--- config.mk ---
export PLATFORM = sky130hd
export DESIGN_NAME = eprisc_bus_master
export DESIGN_NICKNAME = d
export VERILOG_FILES = /design/src/rtl/eprisc_bus_master.sv
export SDC_FILE = /design/constraint.sdc
export NUM_CORES = 1
export LEC_CHECK = 0
export CAP_MARGIN = 25
export CELL_PAD_IN_SITES_DETAIL_PLACEMENT = 1
export CELL_PAD_IN_SITES_GLOBAL_PLACEMENT = 1
export CORE_MARGIN = 2
export CORE_UTILIZATION = 38
export CTS_CLUSTER_DIAMETER = 30
export DETAILED_ROUTE_END_ITERATION = 8
export PLACE_DENSITY = 0.73
export SYNTH_ARGS = -nofsm -noshare
export SYNTH_HDL_FRONTEND = slang
export SYNTH_SLANG_ARGS = --single-unit
--- constraint.sdc ---
create_clock -name iBoardClock -period 1.7 [get_ports iBoardClock]
set_input_delay 0.34 -clock iBoardClock [delete_from_list [all_inputs] [get_ports iBoardClock]]
set_output_delay 0.34 -clock iBoardClock [all_outputs]
set_load 0.005 [all_outputs]
--- src/rtl/eprisc_bus_master.sv ---
// eprisc_bus_master: host-side master for the epRISC parallel system bus.
// Serialises a WORD_W host word into LANES-wide beats (MSB first) on oBusMOSI while
// shifting iBusMISO into a receive register. It also generates a divided bus clock and
// drives one-hot active-low device selects. A select can be held across words for bursts.
// Changing the target device while a select is held inserts a deselect gap first.
//
// Optional build macro: BUS_IRQ_LATCH_EN. When it is defined, oHostIrq is a sticky flag
// set by a synchronised rising edge of iBusInterrupt. When it is undefined, oHostIrq is
// a direct pass-through of iBusInterrupt.
//
// Ports:
//   iBoardClock, iBoardReset            system clock, async active-low reset
//   iHostStart/Device/Hold/Data         transfer request, latched on accept
//   iHostIrqClear                       clears sticky IRQ (latch build only)
//   oHostBusy, oHostDone, oHostData     transfer status and received word
//   oHostIrq                            interrupt to host
//   oBusClock, oBusSelect               bus clock (idles low), active-low selects
//   oBusMOSI, iBusMISO, iBusInterrupt   bus data lanes and device interrupt
module eprisc_bus_master #(
  parameter int unsigned LANES   = 8,
  parameter int unsigned WORD_W  = 32,
  parameter int unsigned DEVICES = 2,
  parameter int unsigned CLK_DIV = 4
) (
  input  logic                                       iBoardClock,
  input  logic                                       iBoardReset,
  input  logic                                       iHostStart,
  input  logic [(DEVICES > 1 ? $clog2(DEVICES) : 1)-1:0] iHostDevice,
  input  logic                                       iHostHold,
  input  logic [WORD_W-1:0]                          iHostData,
  input  logic                                       iHostIrqClear,
  output logic                                       oHostBusy,
  output logic                                       oHostDone,
  output logic [WORD_W-1:0]                          oHostData,
  output logic                                       oHostIrq,
  output logic                                       oBusClock,
  output logic [DEVICES-1:0]                         oBusSelect,
  output logic [LANES-1:0]                           oBusMOSI,
  input  logic [LANES-1:0]                           iBusMISO,
  input  logic                                       iBusInterrupt
);

  localparam int unsigned BEATS  = WORD_W / LANES;
  localparam int unsigned D      = (CLK_DIV == 0) ? 1 : CLK_DIV;
  localparam int unsigned DIV_W  = (D > 1) ? $clog2(D) : 1;
  localparam int unsigned BEAT_W = (BEATS > 1) ? $clog2(BEATS) : 1;
  localparam int unsigned DEV_W  = (DEVICES > 1) ? $clog2(DEVICES) : 1;

  typedef enum logic [2:0] {StIdle, StGap, StSetup, StHigh, StLow, StDone} state_e;

  state_e              state_q, state_d;
  logic [DIV_W-1:0]    div_q;
  logic [BEAT_W-1:0]   beat_q;
  logic [DEV_W-1:0]    dev_q;
  logic                hold_q;
  logic                held_q;   // select still asserted in IDLE after a held word
  logic [WORD_W-1:0]   tx_q, rx_q, host_data_q;
  logic                div_last, beat_last, accept, sel_en;

  assign div_last  = (div_q == DIV_W'(D - 1));
  assign beat_last = (beat_q == BEAT_W'(BEATS - 1));
  assign accept    = (state_q == StIdle) && iHostStart;

  // State register
  always_ff @(posedge iBoardClock or negedge iBoardReset) begin
    if (!iBoardReset) state_q <= StIdle;
    else              state_q <= state_d;
  end

  // Next-state logic
  always_comb begin
    state_d = state_q;
    unique case (state_q)
      StIdle: begin
        if (iHostStart) state_d = (held_q && (iHostDevice != dev_q)) ? StGap : StSetup;
      end
      StGap:   if (div_last) state_d = StSetup;
      StSetup: if (div_last) state_d = StHigh;
      StHigh:  if (div_last) state_d = StLow;
      StLow:   if (div_last) state_d = beat_last ? StDone : StHigh;
      StDone:  state_d = StIdle;
      default: state_d = StIdle;
    endcase
  end

  // Datapath: divider, beat counter, shift registers, latched request
  always_ff @(posedge iBoardClock or negedge iBoardReset) begin
    if (!iBoardReset) begin
      div_q       <= '0;
      beat_q      <= '0;
      dev_q       <= '0;
      hold_q      <= 1'b0;
      held_q      <= 1'b0;
      tx_q        <= '0;
      rx_q        <= '0;
      host_data_q <= '0;
    end else begin
      if (state_d != state_q || state_q == StIdle || state_q == StDone) div_q <= '0;
      else                                                              div_q <= div_q + 1'b1;

      if (accept) begin
        dev_q  <= iHostDevice;
        hold_q <= iHostHold;
        tx_q   <= iHostData;
        held_q <= 1'b0;
        beat_q <= '0;
      end else begin
        if (state_q == StLow && div_last) beat_q <= beat_q + 1'b1;
        // Advance to the next beat on the HIGH->LOW edge so MOSI only moves while clock is low
        if (state_q == StHigh && div_last && !beat_last) tx_q <= tx_q << LANES;
        if (state_q == StDone) held_q <= hold_q;
      end

      if (state_q == StHigh && div_q == '0) rx_q <= (rx_q << LANES) | WORD_W'(iBusMISO);
      if (state_q == StLow && div_last && beat_last) host_data_q <= rx_q;
    end
  end

  // Outputs
  always_comb begin
    oHostBusy  = (state_q == StGap) || (state_q == StSetup) ||
                 (state_q == StHigh) || (state_q == StLow);
    oHostDone  = (state_q == StDone);
    oBusClock  = (state_q == StHigh);
    oHostData  = host_data_q;
    sel_en     = 1'b0;
    oBusMOSI   = '0;
    oBusSelect = '1;
    unique case (state_q)
      StIdle:                  sel_en = held_q;
      StSetup, StHigh, StLow:  begin
        sel_en   = 1'b1;
        oBusMOSI = tx_q[WORD_W-1 -: LANES];
      end
      StDone:                  sel_en = hold_q;
      default:                 sel_en = 1'b0;
    endcase
    // Out-of-range device index matches no line, so all selects stay high
    for (int i = 0; i < int'(DEVICES); i++) begin
      if (sel_en && dev_q == DEV_W'(i)) oBusSelect[i] = 1'b0;
    end
  end

`ifdef BUS_IRQ_LATCH_EN
  logic sync1_q, sync2_q, sync3_q, irq_q;

  always_ff @(posedge iBoardClock or negedge iBoardReset) begin
    if (!iBoardReset) begin
      sync1_q <= 1'b0;
      sync2_q <= 1'b0;
      sync3_q <= 1'b0;
      irq_q   <= 1'b0;
    end else begin
      sync1_q <= iBusInterrupt;
      sync2_q <= sync1_q;
      sync3_q <= sync2_q;
      // A new edge beats a simultaneous clear
      if (sync2_q && !sync3_q) irq_q <= 1'b1;
      else if (iHostIrqClear)  irq_q <= 1'b0;
    end
  end

  assign oHostIrq = irq_q;
`else
  logic unused_irq_clear;
  assign unused_irq_clear = iHostIrqClear;
  assign oHostIrq         = iBusInterrupt;
`endif

endmodule

==> qor_table.md, run 1 <==
| Quantity | This run |
|---|---|
| Total vias in the final route | 3199 |
| DRC violation total after the first TritonRoute iteration | 99 |
| Power per cell area | 1500 nW/um2 |
| Number of warnings reported in the yosys synthesis log | 0 |
| Crit. End Element | flop |
| Number of different library cells in the post-synthesis netlist | 37 |
| Count of TritonRoute iterations in the first routing pass | 4 |
| Library cell with the largest summed area after synthesis | sky130_fd_sc_hd__dfrtp_1 |
| Share of power burned in registers | 38.1% |
| Net total in the final layout | 512 |
| Maxcap violations | 0 |
| Synth Instances | 310 |
| Total grt overflow | 0 |
| Setup skew after layout | 0.0108 ns |
| Gpl congestion | 0.731 |
| Period minus WS final | 2.02 ns |
| Chip Width | 114 um |
| Commonest register cell after synthesis | sky130_fd_sc_hd__dfrtp_1 |
| Commonest cells post-synth | sky130_fd_sc_hd__mux2_2 (115), sky130_fd_sc_hd__dfrtp_1 (106), sky130_fd_sc_hd__nor2b_1 (11) |
| Critical Path Max Stage Delay | 0.41 ns |
| Post-Syn Nets | 361 |
| Starting utilization of the core area | 38.5% |
| Worst path most repeated cell | sky130_fd_sc_hd__buf_6 |
| Wire length per cell | 22.3 um |
| Total routed wirelength | 13700 um |
| Outcome | complete, but fails checks |
| Antenna violations before repair | 0 |
| Dominant cell by count in the synthesized netlist | sky130_fd_sc_hd__mux2_2 |
| Part of the total power dissipated in the clock network | 18.8% |
| Type of the tightest min-delay check | input pin to async pin |
| Synth async-reset ratio | 100% |
| Fill cell total of the finished layout | 1132 |
| Post-synthesis register bit count | 106 |
| Total Die Area | 13000 um2 |
| Path type of the worst setup path | flop to flop |
| Top-area cell type share of the netlist area | 57.8% |
| Leak pwr | 3.39 nW |
| Crit-path max FO | 7 |
| Worst slew margin relative to its limit | 70.1% |
| Slowest-stage cell, CP | sky130_fd_sc_hd__dfrtp_1 |
| Violated checks | negative hold slack, negative setup slack |
| Remaining routing DRC violations | 0 |
| Switching share of power | 30.9% |
| Part of the Yosys area used for sequential elements | 57.8% |
| Detailed-route vias per instance | 5.22 |
| Maximum VDD drop | 0.647 mV |
| Maximum clock path buffer count | 2 |
| Ports | 93 |
| Post-route non-filler standard cell count | 613 |
| Insertion delay to the later sink of the worst-skew pair | 0.35 ns |
| Setup_tns | -18.30 ns |
| Biggest area contributors in the synthesized netlist | sky130_fd_sc_hd__dfrtp_1 (58%), sky130_fd_sc_hd__mux2_2 (28%), sky130_fd_sc_hd__a22o_1 (1.9%) |
| Switching power | 3.27 mW |
| Number of buffers created by CTS | 9 |
| Core area | 11900 um2 |
| Number of levels the H-tree was split into | 3 |
| Post-route core utilization | 59.2% |
| Count of flip-flops with a built-in enable after synthesis | 0 |
| Syn_area_per_cell | 14.8 um2 |
| Number of buffers inserted by hold repair at cts | 0 |
| Fraction of layout cells with a size suffix above 1 | 51.5% |
| Fmax | 0.496 GHz |
| Critical path arrival | 2.25 ns |
| DP Cell Count | 558 |
| Count of final max-slew check failures | 0 |
| TritonCTS clock tree | built |
| Diodes inserted | 0 |
| Worst Path Required | 1.93 ns |
| CTS root buffer | sky130_fd_sc_hd__clkbuf_16 |
| Setup repair after global routing missed its margin | yes |
| CTS clk-pin slew, worst paths | 0.07 ns |
| Layout area overhead | 53.8% |
| ANT nets after route | 0 |
| Worst Setup Slack, final | -0.316 ns |
| Hold slack final | -0.00884 ns |
| Cell area after placement | 5850 um2 |
| Critical Path, Cell by Cell | buf_6, buf_6, nor4b_4, buf_6, buf_12, mux2_2, mux2_2 |
| Area of all placed cells without fillers | 7050 um2 |
| Internal power summed over all cells | 7.30 mW |
| Global-route wire length before repair | 18400 um |
| Register-to-register setup slack | -0.32 ns |
| Post-synthesis instance area | 4590 um2 |
| Pin count of the biggest net entering global routing | 80 |
| Share of the cycle needed by the critical path after routing | 119% |
| Combinational share of power | 43.1% |
| Startpoint types | flop |
| Hold Fails Final Rpt | 2 |
| Standard-cell rows | 40 |
| Count of clock tree sinks | 106 |
| Setup violators final | 107 |
| Overall track demand over capacity in global routing | 18.5% |
| Detailed placer's ending HPWL | 6830 um |
| Via count of the first global-routing pass | 3387 |
| Port-buffer cells | 89 |
| Slew at the pin with the worst max-slew slack | 0.448 ns |
| Die height | 114 um |
worst max-delay path, delay by kind of cell, from the launching register on:
| kind | cells | cell delay [ns] |
|---|---|---|
| buf+inv | 4 | 0.58 |
| flops | 1 | 0.41 |
| mux | 2 | 0.61 |
| simple gates | 1 | 0.30 |
metrics by stage:
step / power [mW] / hold WS [ns] / worst slack [ns]
after floorplan: 5.69 / 0.0444 / 0.0163
after global placement: 6.80 / 0.389 / -0.414
after detailed placement: 6.97 / 0.399 / -0.493
after global routing: 11.1 / 0.0305 / -0.369
final: 10.6 / -0.00884 / -0.316
after CTS: 9.42 / 0.0308 / -0.230
cells in the final DEF (no fill, tap or decap), drive strengths merged, types with 3 or more instances in the layout:
master / count
ha: 4
clkbuf: 14
dfrtp: 106
mux2: 115
a22o: 10
nor2: 5
nand2: 4
nor3b: 3
inv: 4
o21ai: 3
clkdlybuf4s50: 75
buf: 81
nor2b: 11
per-layer routing:
| layer | global-route usage [%] | vias up | routed length [um] |
|---|---|---|---|
| li1 | - | 1410 | - |
| met1 | 24.5 | 1707 | 6150 |
| met4 | 6.10 | 0 | 293 |
| met2 | 31.2 | 62 | 6880 |
| met5 | 0 | - | 0 |
| met3 | 3.03 | 20 | 342 |
path summary, 6_finish.rpt:
check                            start  endpoint  cells past startpoint
setup / recovery            state_q[0]   tx_q[8]                      7
max in group asynchronous  iBoardReset  tx_q[12]                      2
hold / removal             iBoardReset  rx_q[26]                      2
setup reg to reg            state_q[0]   tx_q[8]                      7
hold reg to reg                tx_q[3]   tx_q[3]                      1
min in group iBoardClock       tx_q[3]   tx_q[3]                      1
layout make-up:
| class | instances | area (um2) | area share (%) |
|---|---|---|---|
| repair buffers | 158 | 1690 | 24.0 |
| clock buffers | 12 | 246 | 3.50 |
| inverters | 3 | 11.3 | 0.160 |
| well taps | 147 | 184 | 2.61 |
| flip-flops and latches | 106 | 2650 | 37.6 |
| multi-input cells | 183 | 2240 | 31.8 |
| clock inverters | 4 | 26.3 | 0.373 |
registers in the layout, summed over array words and instances, names as in the netlist:
register   count
oHostData     32
rx_q          32
tx_q          32
state_q        3
beat_q         2
div_q          2
dev_q          1
held_q         1
hold_q         1
cells by family after synthesis:
logic type	count (synthesis)	synth area share [%]
AO/OA/AOI/OAI	23	4.17
XOR/XNOR	3	0.573
adder cells (fa/ha/maj)	4	1.09
buffers and inverters	21	2.65
flip-flops	106	57.8
multiplexers	116	28.5
AND/OR/NAND/NOR	37	5.21
power groups by stage:
| stage | Combinational [mW] | Clock (mW) | Sequential, mW |
|---|---|---|---|
| floorplan | 1.94 | 0 | 3.75 |
| global placement | 2.91 | 0 | 3.89 |
| detailed placement | 3.02 | 0 | 3.95 |
| CTS | 3.49 | 2.00 | 3.93 |
| global route | 4.84 | 2.11 | 4.13 |
| finish | 4.56 | 1.98 | 4.03 |
what timing repair did:
item                                   CTS  global route
endpoints found under the hold margin    0             0
pin swaps                               11            12
gates cloned                             6             3
setup endpoints to repair               70           116
buffers inserted                        24            13
gates resized for setup                115            80
(Power assumes the default switching activity.)
==> inputs of run 2 (changes only) <==
SKIP_CTS_REPAIR_TIMING = 1   (was unset)
==> run 2 against run 1 <==
  * The run ends with negative setup slack left
  * Via count fell by 4.6%
  * Clock skew is 0.0064 ns lower
  * Sequential power decreased by 1%
  * Count of clock-buffer cells in the layout unchanged
  * Global-route usage is 2.5 points lower
  * Die area is the same
  * Fmax decreased by 1.4%
  * Cell area shrank 3.5%
  * Combinational power decreased by 9.0%
  * Sequential share of layout area grew 1.4 points
  * Critical path depth did not move
  * Cell count down 1.6%
  * Critical endpoint is now tx_q[14]
  * Largest power group unchanged
==> qor_table.md, run 2 (same netlist as run 1, synthesis figures left out) <==
| Quantity | This run |
|---|---|
| Fraction of layout cells with a size suffix above 1 | 49.6% |
| Port-buffer cells | 89 |
| Count of final max-slew check failures | 0 |
| Commonest non-fill, non-tap cell in the layout | sky130_fd_sc_hd__dfrtp_1 |
| Critical Path, Cell by Cell | buf_6, buf_6, nor4b_4, buf_6, clkbuf_16, mux2_4, mux2_2 |
| Worst path most repeated cell | sky130_fd_sc_hd__buf_6 |
| Detailed-route vias per instance | 5.06 |
| Slew at the pin with the worst max-slew slack | 0.437 ns |
| Violated checks | negative setup slack |
| Worst Path Required | 1.93 ns |
| Count of TritonRoute iterations in the first routing pass | 4 |
| Worst Setup Slack, final | -0.345 ns |
| Insertion delay to the later sink of the worst-skew pair | 0.35 ns |
| Number of levels the H-tree was split into | 3 |
| DRC violation total after the first TritonRoute iteration | 112 |
| Crit. End Element | flop |
| Detailed placer's ending HPWL | 6830 um |
| Total vias in the final route | 3053 |
| Starting utilization of the core area | 38.5% |
| Setup repair after global routing missed its margin | yes |
| Register-to-register setup slack | -0.35 ns |
| Chip Width | 114 um |
| Worst R2R Start | state_q[0] |
| Critical Path Max Stage Delay | 0.40 ns |
| Net total in the final layout | 502 |
| Highest-count cells in the layout ignoring fill and taps | sky130_fd_sc_hd__dfrtp_1 (105), sky130_fd_sc_hd__clkdlybuf4s50_1 (75), sky130_fd_sc_hd__mux2_4 (60) |
| Worst slack at placement | -0.493 ns |
| Total grt overflow | 0 |
| Count of clock tree sinks | 106 |
| Path type of the worst setup path | flop to flop |
| Pin count of the biggest net entering global routing | 80 |
| Maxcap violations | 0 |
| ANT nets after route | 0 |
| Hold Fails Final Rpt | 0 |
| Leak pwr | 3.23 nW |
| Antenna violations before repair | 0 |
| CTS root buffer | sky130_fd_sc_hd__clkbuf_16 |
| Type of the tightest min-delay check | input pin to async pin |
| Number of buffers created by CTS | 9 |
| Worst reg2reg path depth | 7 |
| Worst slew margin relative to its limit | 70.9% |
| Diodes inserted | 0 |
| Via count of the first global-routing pass | 3079 |
| CTS clk-pin slew, worst paths | 0.07 ns |
| Global-route wire length before repair | 16000 um |
| Standard-cell rows | 40 |
| Cell area after placement | 5850 um2 |
| Ports | 93 |
| Cell family with most CP delay | buffers and inverters |
| Setup skew after layout | 0.00441 ns |
| Gpl congestion | 0.731 |
| Wire length per cell | 20.9 um |
| Remaining routing DRC violations | 0 |
| Die height | 114 um |
| Crit-path max FO | 6 |
| Reg2reg end | tx_q[14] |
| Maximum VDD drop | 0.613 mV |
| Total Die Area | 13000 um2 |
| Layout area overhead | 48.4% |
| Setup violators final | 78 |
| Critical path arrival | 2.28 ns |
| Area of all placed cells without fillers | 6810 um2 |
| CP Buf/Inv Count | 4 |
| Fmax | 0.489 GHz |
| Outcome | complete, but fails checks |
| Period minus WS final | 2.05 ns |
| Power per cell area | 1490 nW/um2 |
| Total routed wirelength | 12600 um |
| Core area | 11900 um2 |
| TritonCTS clock tree | built |
| Share of the cycle needed by the critical path after routing | 120% |
| Maximum clock path buffer count | 2 |
| Slowest-stage cell, CP | sky130_fd_sc_hd__dfrtp_1 |
| Overall track demand over capacity in global routing | 16.0% |
| Startpoint types | flop |
[run 2: changes by cell type in the layout (fill, tap and decap cells not counted), moves of 5 or more]
| cell | previous run | this run |
|---|---|---|
| sky130_fd_sc_hd__buf_16 | 6 | 0 |
| sky130_fd_sc_hd__buf_2 | 12 | 4 |
| sky130_fd_sc_hd__buf_6 | 20 | 12 |
| sky130_fd_sc_hd__clkbuf_16 | 11 | 16 |
| sky130_fd_sc_hd__clkbuf_2 | 0 | 9 |
| sky130_fd_sc_hd__mux2_2 | 44 | 55 |
| sky130_fd_sc_hd__mux2_4 | 71 | 60 |
[run 2: layout make-up]
cell class              count  area [um2]
clock buffers              12         246
clock inverters             4        26.3
fillers                  1172        5100
inverters                   3        11.3
multi-input cells         183        2170
flip-flops and latches    106        2650
well taps                 147         184
repair buffers            148        1520
[run 2: worst max-delay path by stage]
stage,from,end,slack [ns],cells past startpoint
after floorplan,div_q[0],oHostData[10],0.02,5
after global placement,iHostStart,tx_q[8],-0.41,5
after detailed placement,iHostStart,tx_q[29],-0.49,5
after CTS,state_q[2],oBusMOSI[2],-0.68,5
after global routing,state_q[0],tx_q[14],-0.38,7
final,state_q[0],tx_q[14],-0.35,7
[run 2: per-stage QoR]
stage / setup TNS, ns / utilization [%] / power [mW] / hold WS (ns) / std cells
finish: -15.35 / 57.1 / 10.1 / 0.00198 / 603
global route: -19.56 / 57.1 / 10.6 / 0.0374 / 603
CTS: -17.56 / 51.4 / 8.98 / 0.0308 / 574
detailed placement: -19.15 / 49.1 / 6.97 / 0.399 / 558
global placement: -16.96 / 49.1 / 6.80 / 0.389 / 558
floorplan: 0 / - / 5.69 / 0.0444 / 310
[run 2: report_power, final]
part	switching (mW)	internal (mW)	total, mW
clock	0.945	1.04	1.98
sequential	0.626	3.37	3.99
combinational	1.52	2.64	4.15
[run 2: worst reg2reg max path, cell delays in order (launching register included)]
cell	delay, ns
sky130_fd_sc_hd__dfrtp_1	0.40
sky130_fd_sc_hd__buf_6	0.13
sky130_fd_sc_hd__buf_6	0.13
sky130_fd_sc_hd__nor4b_4	0.31
sky130_fd_sc_hd__buf_6	0.20
sky130_fd_sc_hd__clkbuf_16	0.17
sky130_fd_sc_hd__mux2_4	0.30
sky130_fd_sc_hd__mux2_2	0.28
[run 2: layer usage]
layer  up-vias  wire length, um  GRT usage, %
met3        10              278          3.08
li1       1383                -             -
met4         0              136          5.12
met1      1615             5820          20.8
met5         -                0             0
met2        45             6360          26.9
==> inputs of run 3 (changes only) <==
CORE_UTILIZATION = 45   (was 38)
HOLD_SLACK_MARGIN = 0.08   (was unset)
PLACE_DENSITY = 0.82   (was 0.73)
clock period = 2.5 ns   (was 1.7 ns; I/O delays follow)
==> run 3 against run 2 <==
  * The flow now finishes without violations
  * Sequential power fell by 33%
  * Utilization rose by 3.3 points
  * Total power fell by 45%
  * Non-clock buffer count shrank 43
  * Worst setup slack improved by 0.43 ns
==> qor_table.md, run 3 (same netlist as run 1, synthesis figures left out) <==
| Quantity | This run |
|---|---|
| Fraction of layout cells with a size suffix above 1 | 38.3% |
| Wire length per cell | 18.5 um |
| Diodes inserted | 0 |
| Highest-count cells in the layout ignoring fill and taps | sky130_fd_sc_hd__mux2_2 (115), sky130_fd_sc_hd__dfrtp_1 (105), sky130_fd_sc_hd__clkdlybuf4s50_1 (80) |
| Remaining routing DRC violations | 0 |
| Number of levels the H-tree was split into | 3 |
| Power per cell area | 942 nW/um2 |
| Type of the tightest min-delay check | input pin to async pin |
| Worst Path Required | 2.00 ns |
| Total Power Consumption | 5.59 mW |
| Total routed wirelength | 10100 um |
| Outcome | finished clean |
| Layout area overhead | 29.4% |
| Die height | 105 um |
| Worst slew margin relative to its limit | 60.8% |
| Ports | 93 |
| Commonest non-fill, non-tap cell in the layout | sky130_fd_sc_hd__mux2_2 |
| Share of the cycle needed by the critical path after routing | 96.4% |
| Slowest-stage cell, CP | sky130_fd_sc_hd__clkdlybuf4s50_1 |
| Number of buffers created by CTS | 9 |
| Insertion delay to the later sink of the worst-skew pair | 0.37 ns |
| Post-route core utilization | 60.4% |
| CTS clk-pin slew, worst paths | 0.10 ns |
| Period minus WS final | 2.41 ns |
| Starting utilization of the core area | 46.7% |
| Detailed-route vias per instance | 5.23 |
| Startpoint types | flop |
| Setup repair after global routing missed its margin | no |
| Total grt overflow | 0 |
| Setup skew after layout | 0.0172 ns |
| Count of clock tree sinks | 106 |
| Crit-path max FO | 11 |
| Critical Path Max Stage Delay | 0.51 ns |
| Port-buffer cells | 89 |
| Standard-cell rows | 36 |
| Total Die Area | 11000 um2 |
| Slew at the pin with the worst max-slew slack | 0.588 ns |
| Count of final max-slew check failures | 0 |
| Chip Width | 105 um |
| Maximum VDD drop | 0.451 mV |
| Count of TritonRoute iterations in the first routing pass | 4 |
| Core area | 9820 um2 |
| Detailed placer's ending HPWL | 7160 um |
| DRC violation total after the first TritonRoute iteration | 46 |
| TritonCTS clock tree | built |
| Setup violators final | 0 |
| CTS root buffer | sky130_fd_sc_hd__clkbuf_8 |
| Leak pwr | 2.79 nW |
| Pin count of the biggest net entering global routing | 44 |
| Global-route wire length before repair | 16500 um |
| Antenna violations before repair | 0 |
| Path type of the worst setup path | flop to output port |
| Maxcap violations | 0 |
| Crit. End Element | output port |
| Hold Fails Final Rpt | 0 |
| Net total in the final layout | 459 |
| Critical path arrival | 1.91 ns |
| Critical Path, Cell by Cell | buf_4, a211o_1, nand3b_1, clkdlybuf4s50_1 |
| Maximum clock path buffer count | 2 |
| Total vias in the final route | 2857 |
| Overall track demand over capacity in global routing | 19.1% |
| Gpl congestion | 0.773 |
| Via count of the first global-routing pass | 3225 |
| ANT nets after route | 0 |
| Worst reg2reg path depth | 6 |
| Fmax | 0.415 GHz |
## run 3: cell types whose count changed in the layout (fill, tap and decap cells not counted), moves of 3 or more
cell                              delta
sky130_fd_sc_hd__clkbuf_2            -9
sky130_fd_sc_hd__buf_2               -4
sky130_fd_sc_hd__mux2_2             +60
sky130_fd_sc_hd__nor2b_1             +4
sky130_fd_sc_hd__nor2b_4             -5
sky130_fd_sc_hd__clkbuf_8            +8
sky130_fd_sc_hd__mux2_4             -60
sky130_fd_sc_hd__dlymetal6s2s_1      +8
sky130_fd_sc_hd__clkbuf_16          -16
sky130_fd_sc_hd__clkdlybuf4s50_1     +5
sky130_fd_sc_hd__buf_8               -3
sky130_fd_sc_hd__buf_4              -22
sky130_fd_sc_hd__buf_6              -11
## run 3: critical path, delay by kind of cell (launching register included)
kind	cells	cell delay, ns
buf+inv	2	0.70
flops	1	0.47
simple gates	1	0.09
compound gates	1	0.30
## run 3: final timing paths
kind / start / to / slack [ns]
max: state_q[1] / oBusSelect[0] / 0.09
max reg2reg: state_q[0] / tx_q[24] / 0.36
min in group iBoardClock: rx_q[24] / rx_q[24] / 0.51
min reg2reg: rx_q[24] / rx_q[24] / 0.51
min: iBoardReset / tx_q[28] / 0.13
max in group asynchronous: iBoardReset / state_q[1] / 1.76
## run 3: stage by stage
stage | TNS (ns) | setup WS, ns | cells | area [um2] | hold WS (ns)
5_1_grt | 0 | 0.0209 | 546 | 5940 | 0.155
2_1_floorplan | 0 | 0.719 | 310 | 4590 | 0.204
3_5_place_dp | 0 | 0.0693 | 526 | 5690 | 0.485
3_3_place_gp | 0 | 0.153 | 526 | 5690 | 0.480
6_report | 0 | 0.0897 | 546 | 5940 | 0.130
4_1_cts | -1.72 | -0.265 | 542 | 5860 | 0.145
## run 3: cell type report
cell class / instances / area (um2)
Fill cell: 977 / 3880
Sequential cell: 106 / 2650
Multi-Input combinational cell: 183 / 1830
Timing Repair Buffer: 105 / 1090
Tap cell: 133 / 166
Clock buffer: 10 / 128
Clock inverter: 6 / 47.5
Inverter: 3 / 11.3
## run 3: routing by layer
layer,global-route usage [%],wire length [um],vias up
li1,-,-,1302
met1,23.8,4300,1488
met2,34.3,5330,54
met3,2.93,315,13
met4,5.14,122,0
met5,0,0,-
## run 3: where the power goes
| group | switching [mW] | internal (mW) | leakage [nW] |
|---|---|---|---|
| clock network | 0.602 | 0.375 | 0.0877 |
| logic | 0.738 | 1.20 | 1.35 |
| registers | 0.391 | 2.29 | 1.35 |
| total | 1.73 | 3.86 | 2.79 |
